## config.mk

```make
export PLATFORM = sky130hd
export DESIGN_NAME = lfsr_rng
export DESIGN_NICKNAME = d
export VERILOG_FILES = /design/src/rtl/lfsr_rng.sv
export SDC_FILE = /design/constraint.sdc
export NUM_CORES = 1
export LEC_CHECK = 0
export ABC_AREA = 1
export BUFFER_PORTS_ARGS = -buffer_cell sky130_fd_sc_hd__buf_2
export CAP_MARGIN = 0
export CELL_PAD_IN_SITES_DETAIL_PLACEMENT = 2
export CELL_PAD_IN_SITES_GLOBAL_PLACEMENT = 2
export CORE_ASPECT_RATIO = 0.75
export CORE_MARGIN = 5
export CORE_UTILIZATION = 25
export DETAILED_ROUTE_END_ITERATION = 7
export GPL_TIMING_DRIVEN = 0
export PLACE_DENSITY = 0.67
export SETUP_SLACK_MARGIN = 0.1
export SKIP_LAST_GASP = 1
export SLEW_MARGIN = 20
export SYNTH_ARGS = -nofsm -noshare
export SYNTH_HDL_FRONTEND = slang
export SYNTH_SLANG_ARGS = --single-unit
```

## constraint.sdc

```tcl
create_clock -name clk -period 2.9 [get_ports clk]
set_input_delay 0.29 -clock clk [delete_from_list [all_inputs] [get_ports clk]]
set_output_delay 0.29 -clock clk [all_outputs]
set_load 0.005 [all_outputs]
```

## src/rtl/lfsr_rng.sv

```systemverilog
// Fibonacci-LFSR random-word generator with seed load, zero-lockup guard,
// optional rejection sampling against a caller bound, and a
// request/valid/ready word interface.
module lfsr_rng #(
  parameter int                 WIDTH = 32,
  parameter logic [WIDTH-1:0]   TAPS  = 32'h8020_0003,
  parameter logic [WIDTH-1:0]   SEED  = 32'h0000_0001,
  parameter int                 OUT_W = 16,
  parameter int                 STEPS = 16
) (
  input  logic               clk,
  input  logic               clr_n,
  input  logic               seed_load,
  input  logic [WIDTH-1:0]   seed,
  input  logic               req,
  input  logic [OUT_W-1:0]   bound,
  output logic [OUT_W-1:0]   rnd,
  output logic               rnd_valid,
  input  logic               rnd_ready,
  output logic               busy,
  output logic [WIDTH-1:0]   lfsr_q
);

  // A zero seed would lock the LFSR forever, so it is replaced by 1.
  localparam logic [WIDTH-1:0] SEED_EFF =
    (SEED == '0) ? {{(WIDTH-1){1'b0}}, 1'b1} : SEED;

  localparam int               CNT_W = $clog2(STEPS + 1);
  localparam logic [CNT_W-1:0] LAST  = CNT_W'(STEPS - 1);

  typedef enum logic [1:0] {
    IDLE = 2'd0,
    RUN  = 2'd1,
    HOLD = 2'd2
  } state_e;

  state_e             state_q, state_d;
  logic [WIDTH-1:0]   lfsr_d;
  logic [CNT_W-1:0]   cnt_q, cnt_d;
  logic [OUT_W-1:0]   bound_q, bound_d;
  logic [OUT_W-1:0]   rnd_q, rnd_d;

  logic               fb;
  logic [WIDTH-1:0]   shift_next;
  logic [OUT_W-1:0]   cand;

  // One LFSR step; an all-zero state restarts from the seed instead.
  always_comb begin
    fb         = ^(lfsr_q & TAPS);
    shift_next = (lfsr_q == '0) ? SEED_EFF : {lfsr_q[WIDTH-2:0], fb};
    cand       = shift_next[OUT_W-1:0];
  end

  // Next-state logic: seed load overrides the FSM; RUN shifts and tests
  // the candidate on the last step of each word.
  always_comb begin
    state_d = state_q;
    lfsr_d  = lfsr_q;
    cnt_d   = cnt_q;
    bound_d = bound_q;
    rnd_d   = rnd_q;
    if (seed_load) begin
      lfsr_d  = (seed == '0) ? SEED_EFF : seed;
      state_d = IDLE;
      cnt_d   = '0;
    end else begin
      unique case (state_q)
        IDLE: begin
          if (req) begin
            state_d = RUN;
            cnt_d   = '0;
            bound_d = bound;
          end
        end
        RUN: begin
          lfsr_d = shift_next;
          if (cnt_q == LAST) begin
            cnt_d = '0;
            if ((bound_q == '0) || (cand < bound_q)) begin
              rnd_d   = cand;
              state_d = HOLD;
            end
          end else begin
            cnt_d = cnt_q + 1'b1;
          end
        end
        HOLD: begin
          if (rnd_ready) begin
            if (req) begin
              state_d = RUN;
              cnt_d   = '0;
              bound_d = bound;
            end else begin
              state_d = IDLE;
            end
          end
        end
        default: state_d = IDLE;
      endcase
    end
  end

  // State registers with asynchronous active-low clear.
  always_ff @(posedge clk or negedge clr_n) begin
    if (!clr_n) begin
      state_q <= IDLE;
      lfsr_q  <= SEED_EFF;
      cnt_q   <= '0;
      bound_q <= '0;
      rnd_q   <= '0;
    end else begin
      state_q <= state_d;
      lfsr_q  <= lfsr_d;
      cnt_q   <= cnt_d;
      bound_q <= bound_d;
      rnd_q   <= rnd_d;
    end
  end

  assign rnd       = rnd_q;
  assign rnd_valid = (state_q == HOLD);
  assign busy      = (state_q != IDLE);

endmodule

```

==> flow_summary.yaml, run 1 <==
critical_path:
  worst-path-max-fanout: 6
  crit_path_start_kind: "flip-flop"
  critPathCaptureType: "flip-flop"
  cp.arrival_ps: 2880
  critPathKind: "reg -> reg"
  critPathRequiredTime_ps: 3120
clock_tree:
  insertion_delay_ps: 350
  clock_sinks: 71
  clk_path_buf_depth: 2
  cts.htree.levels: 3
  cts_buffers: 9
  clk_pin_slew_worst_paths_ps: 70
  ctsRootBufferMaster: "clkbuf_16"
  cts_tree: "built"
logic_synthesis:
  synth_seq_area_share: 0.479
  netlist_area_sq_mm: 0.00371
  synth-seq-cells: 71
  ys_types: 34
  syn_area_per_cell_sq_um: 8.38
  synth_top_area_cell: "dfrtp_1"
  syn_nets: 513
  ys_top_cells_by_area: "dfrtp_1, nand2_1, ha_1"
  yosysTopAreaCellShare: 0.472
  yosys_warnings: 0
  netlist_instances: 443
layout:
  area_delta_synth_final_pct: 35.2
  drive_gt1_frac: 0.292
  layout_common_cells: "nand2_1, buf_2, dfrtp_1"
  nets: 644
  fillers: 1693
  final_cells: 780
  mostFrequentLayoutCell: "nand2_1"
  design_area_sq_mm: 0.00502
  fin_util: 0.346
power:
  cellPowerDensity_mw_per_mm2: 625
  leakagePower_nw: 2.59
  p_int_mw: 2.13
  p_seq_frac: 0.388
  ir_drop_mv: 0.330
  switchingPower_mw: 1.01
  p_sw_frac: 0.322
  comb_power_share: 0.237
  clock_power_share: 0.375
  power_mw: 3.14
drt:
  drtAntennaViolNets: 0
  vias: 3595
  detail_route.vias_per_cell: 4.61
  drt_iter0_drc: 89
  dr.pass1.iters: 4
  wirelength_mm: 14.4
  routedWlPerCell_microns: 18.5
  drc_errors: 0
min_path:
  min_path_type: "in -> reg"
floorplan:
  core_sq_mm: 0.0145
  die_area_sq_mm: 0.0174
  io_pins: 103
  rows: 38
  initial_utilization: 0.256
  fp.dieH_microns: 116
  die_w_microns: 151
global_routing:
  gr-usage-all-layers: 0.171
  grt_start_max_net_pins: 50
  grt_pass1_vias: 4062
  grt_pass1_wl_mm: 22.6
  grt_overflow_total: 0
  antenna_found_initial: 1
placement:
  port_buffers: 102
  gp_congestion: 0.864
  place_hpwl_mm: 11.3
  dpl_cell_area_sq_mm: 0.00450
  placed_cells: 746
timing:
  rsz0062_at_grt: "no"
  report.final.slew_viol_count: 0
  hold_viol: 0
  setup_viol: 0
  finClkSkew_ps: 11.9
  min_period_ps: 2670
  fin_crit_sh: 0.919
  fmax_ghz: 0.375
  slew_headroom: 0.615
  fin_tns_setup_ps: 0
  tightestPinTransition_ps: 578
outcome:
  status: "finished clean"
job:
  maxCapViolations: 0
==> cell usage after synthesis <==
library cell  number
buf_4              1
clkinv_1           1
a22o_1             1
dfrtp_1           70
a211oi_1           2
nor2_2             3
ha_1              17
nand2_4            1
o21ai_0            9
mux2_2             1
nand2_1          105
buf_8              1
inv_2              6
dfstp_2            1
o21ai_2            1
nand2_2            6
clkbuf_1          26
a21boi_0           1
buf_2              2
nor3_1             3
o221ai_1          24
inv_1             55
a22oi_1            4
a21oi_1           24
xnor2_2            1
nor2_1            36
nor3b_1            1
nand4_1           20
o221a_2            1
nor4_1            12
o211ai_1           2
xor2_1             1
nand3_1            3
nand3_4            1
==> area by class of cell <==
class,instances,area (sq um),area share
flip-flops and latches,71,1780,0.354
repair buffers,120,696,0.139
multi-input cells,280,1620,0.322
inverters,62,235,0.0469
clock buffers,12,256,0.0511
plain buffers,30,130,0.0259
clock inverters,4,53.8,0.0107
well taps,200,250,0.0499
diodes,1,2.50,0.000499
==> critical path: stages, from the launching register on <==
cell and delay, ps:
dfstp_2 540, inv_2 50, ha_2 180, nand2_1 60, nor2_1 40, nand2_1 90
nor2_2 40, nand2_2 90, inv_4 60, nor2_4 130, ha_4 210, nand2_1 50
inv_1 40, nand2_1 60, nand2_1 60, nand2_1 60, nand2_1 50, nand2_1 70
nand2_2 60, nand2_4 110, nand3_4 140, clkbuf_16 210, nand2_1 60, nand2_1 70
==> final timing paths <==
check | startpoint | to | slack, ps | cells past startpoint
min | seed[9] | lfsr_q[9]$_DFFE_PN0P_ | 190 | 3
max in group asynchronous | clr_n | lfsr_q[0]$_DFFE_PN1P_ | 1900 | 3
min reg2reg | rnd[0]$_DFFE_PN0P_ | rnd[0]$_DFFE_PN0P_ | 480 | 2
max | lfsr_q[0]$_DFFE_PN1P_ | rnd[7]$_DFFE_PN0P_ | 230 | 23
max reg2reg | lfsr_q[0]$_DFFE_PN1P_ | rnd[7]$_DFFE_PN0P_ | 230 | 23
min in group asynchronous | clr_n | bound_q[14]$_DFFE_PN0P_ | 390 | 2
==> routing by layer <==
layer  routed length [microns]  global-route usage  share of wire  vias up
li1                          -                   -              -     1742
met1                      6700               0.224           0.46     1772
met2                      6920               0.277           0.48       66
met3                       575              0.0477          0.040       13
met4                       212              0.0507          0.015        2
met5                        20                   0         0.0014        -
==> flip-flops by register name, summed over array words and instances, names as in the netlist <==
signal   count
bound_q     16
lfsr_q      32
state_q      2
rnd         16
cnt_q        5
==> metrics by stage <==
| stage | setup WS (ps) | hold slack, ps |
|---|---|---|
| after detailed placement | -110 | 219 |
| after global routing | 22.9 | 181 |
| after CTS | 112 | 175 |
| final | 234 | 186 |
| after floorplan | 502 | -5.59 |
| after global placement | 69.7 | 451 |
==> power by group through the flow <==
stage / registers (mW) / logic, mW / clock network (mW)
finish: 1.22 / 0.743 / 1.18
global placement: 1.23 / 0.650 / 0
global route: 1.24 / 0.845 / 1.25
CTS: 1.22 / 0.718 / 1.21
detailed placement: 1.24 / 0.687 / 0
floorplan: 1.20 / 0.398 / 0
==> what timing repair did <==
item,CTS,global route
pin swaps,3,6
hold endpoints to repair,22,0
cloned,0,1
buffers inserted,7,8
gates resized for setup,5,9
setup endpoints to repair,17,18
hold buffers,1,0
==> cells by family (layout without fill, tap and decap cells) <==
| logic type | count (synthesis) | count (layout) | share of synthesized area |
|---|---|---|---|
| DFF | 71 | 71 | 0.479 |
| muxes | 1 | 1 | 0.00303 |
| and+or+nand+nor | 191 | 191 | 0.229 |
| AOI/OAI and AO/OA | 69 | 69 | 0.127 |
| other | 0 | 1 | 0 |
| xor gates and xnor gates | 2 | 2 | 0.00674 |
| adders and majority gates | 17 | 17 | 0.0573 |
| buffers and inverters | 92 | 228 | 0.0977 |
(Power assumes the default switching activity.)
==> run 2, diff against run 1 <==
--- a/config.mk
+++ b/config.mk
@@ -5,17 +5,17 @@
 export SDC_FILE = /design/constraint.sdc
 export NUM_CORES = 1
 export LEC_CHECK = 0
-export ABC_AREA = 1
 export BUFFER_PORTS_ARGS = -buffer_cell sky130_fd_sc_hd__buf_2
 export CAP_MARGIN = 0
-export CELL_PAD_IN_SITES_DETAIL_PLACEMENT = 2
+export CELL_PAD_IN_SITES_DETAIL_PLACEMENT = 0
 export CELL_PAD_IN_SITES_GLOBAL_PLACEMENT = 2
 export CORE_ASPECT_RATIO = 0.75
 export CORE_MARGIN = 5
 export CORE_UTILIZATION = 25
 export DETAILED_ROUTE_END_ITERATION = 7
+export GPL_ROUTABILITY_DRIVEN = 0
 export GPL_TIMING_DRIVEN = 0
-export PLACE_DENSITY = 0.67
+export PLACE_DENSITY = 0.63
 export SETUP_SLACK_MARGIN = 0.1
 export SKIP_LAST_GASP = 1
 export SLEW_MARGIN = 20
==> run 2 against run 1 <==
Net effect:
- the run now ends with negative setup slack left
- global-route usage fell by 3.8 points
- total power fell by 1.6%
- clock power fell by 5%
- largest cell class is now multi-input combinational cells
- sequential power barely moved
- synthesized cell count fell by 21%
==> flow_summary.yaml, run 2 <==
clock_tree:
  ctsRootBufferMaster: "clkbuf_16"
  clk_path_buf_depth: 2
  clock_sinks: 71
  cts_buffers: 9
  cts_tree: "built"
  clk_pin_slew_worst_paths_ps: 60
  cts.htree.levels: 3
  insertion_delay_ps: 330
logic_synthesis:
  ys_types: 44
  yosys_warnings: 0
  synthTopCellsByCount: "dfrtp_1, o21ai_0, nand2_1"
  synth-seq-cells: 71
  yosysTopAreaCellShare: 0.464
  synth_flop_cell: "dfrtp_1"
  syn_nets: 422
  ys_top_cells_by_area: "dfrtp_1, mux2i_1, mux2_2"
  netlist_instances: 352
  synthArstFlopShare: 1.00
  netlist_area_sq_mm: 0.00378
  synth-edff-count: 0
  synth_seq_area_share: 0.471
  syn_area_per_cell_sq_um: 10.7
  synth_most_common_cell: "dfrtp_1"
  synth_top_area_cell: "dfrtp_1"
critical_path:
  critPathRequiredTime_ps: 3110
  reg2regPathDepth: 14
  worst-path-max-fanout: 10
  critPathLaunch: "lfsr_q[1]$_DFFE_PN0P_"
  cp.arrival_ps: 3220
  reg2reg_slack_ps: -120
  critPathKind: "reg -> reg"
  cp_common_cell: "ha_4"
  worst_path_largest_cell_delay_ps: 400
  crit_slowest_cell: "or3b_4"
  crit_path_start_kind: "flip-flop"
  regToRegEndpoint: "rnd[9]$_DFFE_PN0P_"
  critPathCaptureType: "flip-flop"
  r2r_start: "lfsr_q[1]$_DFFE_PN0P_"
  endpoint: "rnd[9]$_DFFE_PN0P_"
  cp_cell_sequence: "inv_2 > ha_4 > nor4b_4 > nand4_1 > nor2_2 > nor2_4 > ha_4 > a211oi_2 > o21ai_2 > or3b_4 > o22ai_4 > a22oi_4 > buf_12 > mux2_4"
layout:
  largest_reg_flops: 32
  mostFrequentLayoutCell: "buf_2"
  drive_gt1_frac: 0.400
  final_cells: 680
  regMostFlops: "lfsr_q"
  diodes: 0
  nets: 546
  area_delta_synth_final_pct: 33.3
  layout_common_cells: "buf_2, dfrtp_1, o21ai_0"
  design_area_sq_mm: 0.00504
  fin_util: 0.344
drt:
  dr.pass1.iters: 4
  detail_route.vias_per_cell: 4.56
  drc_errors: 0
  wirelength_mm: 11.7
  drt_iter0_drc: 94
  vias: 3103
  routedWlPerCell_microns: 17.1
  drtAntennaViolNets: 0
timing:
  fin_tns_setup_ps: -1540
  fin_ws_ps: -115
  finClkSkew_ps: 6.03
  hold_viol: 0
  tightestPinTransition_ps: 829
  fin_crit_sh: 1.04
  rsz0062_at_grt: "yes"
  report.final.slew_viol_count: 0
  slew_headroom: 0.445
  hold_slack_ps: 179
  setup_viol: 16
  fmax_ghz: 0.332
  min_period_ps: 3020
floorplan:
  rows: 38
  core_sq_mm: 0.0146
  fp.dieH_microns: 116
  die_w_microns: 152
  io_pins: 103
  initial_utilization: 0.258
  die_area_sq_mm: 0.0177
power:
  leakagePower_nw: 2.54
  cellPowerDensity_mw_per_mm2: 612
  ir_drop_mv: 0.282
min_path:
  min_path_type: "in -> reg"
  min_from: "rnd_ready"
outcome:
  status: "complete, but fails checks"
  violations: "negative setup slack"
global_routing:
  gr-usage-all-layers: 0.133
  grt_start_max_net_pins: 50
  antenna_found_initial: 0
  grt_overflow_total: 0
  grt_pass1_vias: 3170
  grt_pass1_wl_mm: 18.1
placement:
  placed_cells: 654
  port_buffers: 101
  place_hpwl_mm: 8.97
  dpl_cell_area_sq_mm: 0.00456
job:
  maxCapViolations: 0
[run 2: cells by family (layout without fill, tap and decap cells)]
| logic type | after synthesis | count (layout) | synth area share |
|---|---|---|---|
| compound gates | 63 | 63 | 0.108 |
| xor+xnor | 3 | 3 | 0.00695 |
| fa+ha+maj | 17 | 17 | 0.0563 |
| buf+inv | 45 | 173 | 0.0510 |
| flops | 71 | 71 | 0.471 |
| mux | 63 | 63 | 0.186 |
| simple gates | 90 | 90 | 0.121 |
[run 2: repair_timing]
action,4_1_cts,5_1_grt
pin swaps,5,3
endpoints found under the setup margin,18,18
hold buffers,1,0
hold endpoints to repair,22,0
resized for setup,20,1
buffers inserted,9,1
[run 2: worst min path at each step]
stage / cells past startpoint / endpoint
global placement: 1 / cnt_q[4]$_DFFE_PN0P_
floorplan: 0 / bound_q[0]$_DFFE_PN0P_
detailed placement: 1 / bound_q[11]$_DFFE_PN0P_
finish: 2 / state_q[1]$_DFFE_PN0P_
global route: 2 / state_q[1]$_DFFE_PN0P_
CTS: 3 / lfsr_q[2]$_DFFE_PN0P_
[run 2: power breakdown]
group          leakage (nW)  internal [mW]  switching [mW]
Combinational          1.50          0.356           0.374
Sequential            0.893           1.10           0.137
Clock                 0.145          0.707           0.410
[run 2: routing by layer]
metal,part of all wire,GRT usage,wire length [microns]
met5,0,0,0
met2,0.42,0.191,4910
met3,0.049,0.0400,569
met1,0.52,0.195,6080
met4,0.0077,0.0305,90
[run 2: layout make-up]
class,count,area [sq um]
plain buffers,27,125
clock buffers,12,256
clock inverters,3,42.5
fillers,1580,9610
inverters,18,67.6
multi-input cells,236,1890
flip-flops and latches,71,1780
well taps,200,250
repair buffers,113,624
[run 2: through the flow]
step | worst slack [ps] | power [mW]
global placement | -413 | 1.91
CTS | -133 | 3.13
floorplan | 106 | 1.63
finish | -115 | 3.08
detailed placement | -438 | 1.92
global route | -256 | 3.27
[run 2: critical path: cells and delay by family (launching register included)]
family	cells	cell delay (ps)
and+or+nand+nor	5	1190
AOI/OAI and AO/OA	4	500
DFF	1	380
muxes	1	290
adders and majority gates	2	270
buffers and inverters	2	240
